### src/rtl/cpu_pkg.sv
// cpu_pkg: types and constants shared across the RV32I core.
package cpu_pkg;
   localparam int XLEN = 32;
   localparam logic [XLEN-1:0] NOP_INSN         = 32'h0000_0013;
   localparam logic [XLEN-1:0] RESET_PC_DEFAULT = 32'h0000_0000;
   typedef enum logic [1:0] {IDLE, FETCH, WAIT, FULL} fetch_state_t;
endpackage

### src/rtl/instruction_fetch.sv
// instruction_fetch: RV32I fetch stage with the PC, one outstanding imem read and a one-entry instruction buffer.
module instruction_fetch
   import cpu_pkg::*;
#(
   parameter logic [XLEN-1:0] RESET_PC = RESET_PC_DEFAULT,
   parameter logic [XLEN-1:0] NOP      = NOP_INSN
) (
   input  logic            clk,
   input  logic            reset,
   output logic            imem_req,
   output logic [XLEN-1:0] imem_addr,
   input  logic            imem_rvalid,
   input  logic [XLEN-1:0] imem_rdata,
   output logic            inst_valid,
   input  logic            inst_ready,
   output logic [XLEN-1:0] Instruction,
   output logic [XLEN-1:0] inst_pc,
   input  logic            redirect,
   input  logic [XLEN-1:0] redirect_pc
);
   fetch_state_t    state_q;
   logic [XLEN-1:0] pc_q, instr_q, inst_pc_q, target_d;
   logic            req_q, valid_q, drop_q;

   assign target_d    = redirect_pc & ~XLEN'(3);
   assign imem_req    = req_q;
   assign imem_addr   = pc_q;
   assign inst_valid  = valid_q;
   assign Instruction = instr_q;
   assign inst_pc     = inst_pc_q;

   // pc_q always holds the address of the next instruction to hand to the decoder
   always_ff @(posedge clk or negedge reset) begin
      if (!reset) begin
         state_q   <= IDLE;
         pc_q      <= RESET_PC;
         req_q     <= 1'b0;
         valid_q   <= 1'b0;
         instr_q   <= NOP;
         inst_pc_q <= RESET_PC;
         drop_q    <= 1'b0;
      end else begin
         req_q <= 1'b0;
         case (state_q)
            IDLE: begin
               state_q <= FETCH;
               req_q   <= 1'b1;
            end
            FETCH: begin
               state_q <= WAIT;
               if (redirect) begin
                  pc_q   <= target_d;
                  drop_q <= 1'b1;
               end
            end
            WAIT: begin
               if (redirect) pc_q <= target_d;
               if (imem_rvalid) begin
                  drop_q <= 1'b0;
                  if (drop_q || redirect) begin
                     state_q <= FETCH;
                     req_q   <= 1'b1;
                  end else begin
                     state_q   <= FULL;
                     valid_q   <= 1'b1;
                     instr_q   <= imem_rdata;
                     inst_pc_q <= pc_q;
                  end
               end else if (redirect) drop_q <= 1'b1;
            end
            FULL: begin
               if (redirect || inst_ready) begin
                  pc_q    <= redirect ? target_d : pc_q + XLEN'(4);
                  state_q <= FETCH;
                  req_q   <= 1'b1;
                  valid_q <= 1'b0;
                  instr_q <= NOP;
               end
            end
         endcase
      end
   end
endmodule
### config.mk
export PLATFORM = sky130hd
export DESIGN_NAME = instruction_fetch
export DESIGN_NICKNAME = d
export VERILOG_FILES = /design/src/rtl/cpu_pkg.sv /design/src/rtl/instruction_fetch.sv
export SDC_FILE = /design/constraint.sdc
export NUM_CORES = 1
export LEC_CHECK = 0
export ABC_CLOCK_PERIOD_IN_PS = 2750
export CORE_UTILIZATION = 35
export DETAILED_ROUTE_END_ITERATION = 6
export PLACE_DENSITY = 0.68
export SLEW_MARGIN = 30
export SYNTH_ARGS = -nofsm -noshare
export SYNTH_HDL_FRONTEND = slang
export SYNTH_SLANG_ARGS = --single-unit
export TNS_END_PERCENT = 30
### constraint.sdc
create_clock -name clk -period 2.75 [get_ports clk]
set_input_delay 0.6875 -clock clk [delete_from_list [all_inputs] [get_ports clk]]
set_output_delay 0.6875 -clock clk [all_outputs]
set_load 0.02 [all_outputs]
Yosys cells after proc, flatten, opt, wreduce, memory -nomap -nowiden. Cells that the tools add are included. W data, S select, Z words.

Word-level logic and storage cells: 50. Output and inout bits: 98. Register bits after elaboration: 101.

Reductions and logical operators: 11. Bitwise logic cells: 1. Add/sub/neg operators: 1. Equality and inequality tests: 7. Multiplexer cells: 23.

Operators by type and width (count): $mux W32 (6); $pmux W32 S2 (2); $add A32 B3 Y32 const B (1); $mux W1 (8); $pmux W2 S4 (1); $mux W2 (3); $ne A2 B2 Y1 const B (3); $reduce_and A3 Y1 (2); $reduce_bool A2 Y1 (3); $eq A2 B2 Y1 const B (2); $pmux W1 S2 (2); $reduce_and A4 Y1 (1); $pmux W1 S3 (1); $eq A2 B1 Y1 const B (1); $logic_not A2 Y1 (1); $logic_or A1 B1 Y1 (2); $ne A2 B1 Y1 const B (1); $reduce_and A2 Y1 (1); $reduce_or A2 Y1 (1); $not A1 Y1 (1).

Depth between registers and ports, before layout.
Word-level depth: 4. Mapped depth: 8.

Worst setup path before layout. No wires, ideal clock.

Kind: reg2reg. From: reg state_q[0]. To: reg pc_q[31] (netlist: imem_addr[31]). Slack: 692 ps. Arrival: 1927 ps. Setup time: 132 ps. Stages on the path, launching flop included: 8. Path buffers: 1. Required time: 2618 ps. Path through: dfrtp_1 inv_1 ha_1 a21oi_1 or2_2 clkbuf_1 o221ai_1 or3b_1.

Longest elaborated chain between the ends: 4.

Ends and longest elaborated chain: from (decl) (line instruction_fetch.sv:21) `fetch_state_t state_q;`; from (signal assigned) (line instruction_fetch.sv:35) `state_q <= IDLE;`; from (signal assigned) (line instruction_fetch.sv:46) `state_q <= FETCH;`; from (signal assigned) (line instruction_fetch.sv:50) `state_q <= WAIT;`; $eq A2 B2 Y1 or $eq A2 B1 Y1 (tied branches) (line instruction_fetch.sv:44) `case (state_q)`; $reduce_or A2 Y1 (no line); $ne A2 B1 Y1 (no line) or $reduce_bool A2 Y1 (tied branches); $reduce_and A3 Y1 (no line); to (signal assigned) (line instruction_fetch.sv:52) `pc_q <= target_d;`; to (signal assigned) (line instruction_fetch.sv:57) `if (redirect) pc_q <= target_d;`; to (signal assigned) (line instruction_fetch.sv:73) `pc_q <= redirect ? target_d : pc_q + XLEN'(4);`; to (decl) (line instruction_fetch.sv:22) `logic [XLEN-1:0] pc_q, instr_q, inst_pc_q, target_d;`.

Parallel ways exist; a longest one is shown, timed or not. A chain may end at the register's enable or synchronous reset.

Worst setup path in the final report. Ends and elaborated chain as after synthesis.

==> results.md <==
* Minimum clock period at 2.45 ns
* Unique masters post-synth at 54
* Initial antenna violation count at 0
* # DRC at 0
* Sequential area share after synthesis at 50.2%
* Final estimated routing congestion in global placement at 0.818
* I/O pins at 167
* Worst path top cell family by delay: simple AND/OR/NAND/NOR gates
* R2R Path End: imem_addr[31]
* Rel. slew slack at 56.5%
* Final setup margin at 0.300 ns
* R2R depth at 6
* XOR/XNOR Fraction of Synth Area at 0%
* Most frequent cells in the layout: 159 x clkdlybuf4s50_1, 94 x dfrtp_1, 85 x nand2_1, 54 x o21ai_0, 30 x mux2_2
* Clock latency on the worst-skew pair at 0.35 ns
* FF-to-FF Start: state_q[0]
* Switching power at 0.00334 W
* Die ar. at 0.0143 mm2
* Critical path type: reg -> reg
* H-Tree Depth at 3
* Reg2reg setup slack at approximately 0.3 ns
* Clock share of power at 15.4%
* Root Buffer: clkbuf_16
* # setup viols final at 0
* Fin Clk Skew at 0.00712 ns
* Place WS at 0.103 ns
* Total power after layout at 0.00784 W
* Worst vdd ir at 562 uV
* Post-detail-place hpwl at 9990 um
* Clock-pin slew on the worst setup and hold paths at about 0.06 ns
* Mapped cell area at 0.00485 mm2
* HP Class: in -> async
* Dominant synthesized flop cell: dfrtp_1
* # rows at 42
* Bufs on Longest Clock Path at 2
* TritonCTS clock tree: built
* Via density at about 5.4
* Slowest stage cell, crit path: or2_2
* Worst-margin pin slew at 0.647 ns
* Comb power frac at between 40 and 50%
* Adder-Cell Fraction of Synth Area at between 1 and 1.5%
* Mux cell area share after synthesis at 7.18%
* Simple-Gate Fraction of Synth Area at 20.9%
* Status: finished, final reports clean
* Crit path cell chain: inv_1 > ha_1 > nor2b_1 > or2_2 > o221ai_1 > or3b_1
* Worst Path Required at 2.97 ns
* Final Slew Violations at 0
* Nature of the critical path startpoint: flop
* Via count at ~4,500
* Synth Area in Compound Gates at 16.7%
* Post-DRT Antenna Nets at 0
* RSZ-0062 raised after global routing: no
* Vias in the first global route at between 4,000 and 5,000
* PwrDens at about 1100 mW/mm2
* Core Box Area at 0.0133 mm2
* Initial drt markers at 197
* Worst Path Arrival at 2.67 ns
* Gr ovfl total at 0
* Crit path largest cell delay at 0.49 ns
* Critical Path Start: state_q[0]
* Share of power burned in registers at 34.7%
* Die width at 120 um
* Synthesis-to-finish area growth at 43.9%
* Synth warn at 0
* Pin count of the biggest net entering global routing at 67
* CP endpoint kind: flop
* Routed WL at 13,800 um
* Post-Place Cell Area at 0.00669 mm2
* Fin crit share at 89.1%
* Synth Register Bits at 97
* Worst-path fanout max at 23
* Gr usage total at 20.0%
* Ys async rst share at 100%
* Final core occ at 52.2%
* Detailed Routing Iterations Pass 1 at 5
* Fin area at 0.00697 mm2
* Internal Pwr Total at 0.00450 W
* Leak at approximately 2.9 nW
* Max-cap viol count at 0
* Largest family of logic cells by synthesized area: simple AND/OR/NAND/NOR gates
* Commonest non-fill, non-tap cell in the layout: clkdlybuf4s50_1
* Die Ht at 120 um
* CTS-repair resized insts at 0
* Post-layout net count at 733
* CP bufs+invs at 1
* Port bufs at 160
* Post-CTS Repair Setup Buffers at 0
* Critical Path Stages at 6
* Switch share at around 43%
* Global-route wire length before repair at about 22,000 um
* Layout cell share with drive strength beyond 1 at 11.6%
* F_max at 408 MHz
* Diode count at 0
* Syn_area_per_cell at 9.52 um2
* Setup TNS at 0 ns
* CTS Hold Bufs at 0
* Hold Fails Final Rpt at 0
* CTS sink cnt at between 90 and 100
* Initial Util at 36.3%
* Post-synth EDFFs at 0
* TritonCTS buffer count at 9
* Drt wl/cell at 16.4 um
* Post-Syn Instances at 509
-- registers in the layout (all words and copies together), names as in the netlist --
name         cells
inst_valid       1
imem_addr       30
imem_req         1
Instruction     32
state_q          2
inst_pc         30
drop_q           1
-- layer usage --
metal,share of wire (%),global-route usage [%],up-vias
met2,46,30.9,182
li1,-,-,2141
met3,9.6,7.18,19
met5,0,0,-
met4,2.4,8.98,0
met1,42,25.1,2158
-- cell usage after synthesis (4+ instances only) --
library cell,count,area (um2)
dfrtp_1,94,2350
nand2_1,85,319
o21ai_0,54,270
clkbuf_1,30,113
mux2_2,30,338
nor2_1,25,93.8
a21oi_1,22,110
nand3_1,16,80.1
nand4_1,13,81.3
nor4_1,11,68.8
and3_1,9,56.3
and2_1,7,43.8
and4_1,7,61.3
inv_1,7,26.3
o22ai_1,7,43.8
o211ai_1,6,45.0
a211oi_1,5,37.5
a31oi_1,5,31.3
buf_2,5,25.0
nand2b_1,5,31.3
nor3_1,5,25.0
buf_4,4,30.0
ha_1,4,50.1
-- cell type report --
type | count | area, um2
repair buffers | 176 | 1760
clock buffers | 12 | 256
fillers | 1235 | 6370
flip-flops and latches | 97 | 2430
well taps | 176 | 220
multi-input cells | 369 | 2260
clock inverters | 4 | 26.3
inverters | 7 | 26.3
-- through the flow --
step,hold WS [ns],std cells
after detailed placement,0.471,825
after global placement,0.461,825
after floorplan,0.392,512
final,0.336,841
after CTS,0.355,841
after global routing,0.375,841
-- power groups by stage --
stage | Sequential (W) | Clock [W] | Combinational [W]
after global placement | 0.00270 | 0 | 0.00385
after floorplan | 0.00327 | 0 | 0.00154
after detailed placement | 0.00274 | 0 | 0.00393
after CTS | 0.00273 | 0.00125 | 0.00395
after global routing | 0.00284 | 0.00130 | 0.00426
final | 0.00272 | 0.00121 | 0.00391
-- kinds of logic after synthesis --
kind of cell               count (synthesis)
AOI/OAI and AO/OA                        131
muxes                                     31
DFF                                       97
other                                      1
and+or+nand+nor                          199
buffers and inverters                     46
adders and majority gates                  4
-- how the worst max path moves through the flow --
stage / end
2_1_floorplan: imem_addr[31]
5_1_grt: imem_addr[31]
4_1_cts: imem_addr[31]
3_5_place_dp: imem_addr[31]
3_3_place_gp: imem_addr[31]
6_report: imem_addr[31]
(Power assumes the default switching activity.)
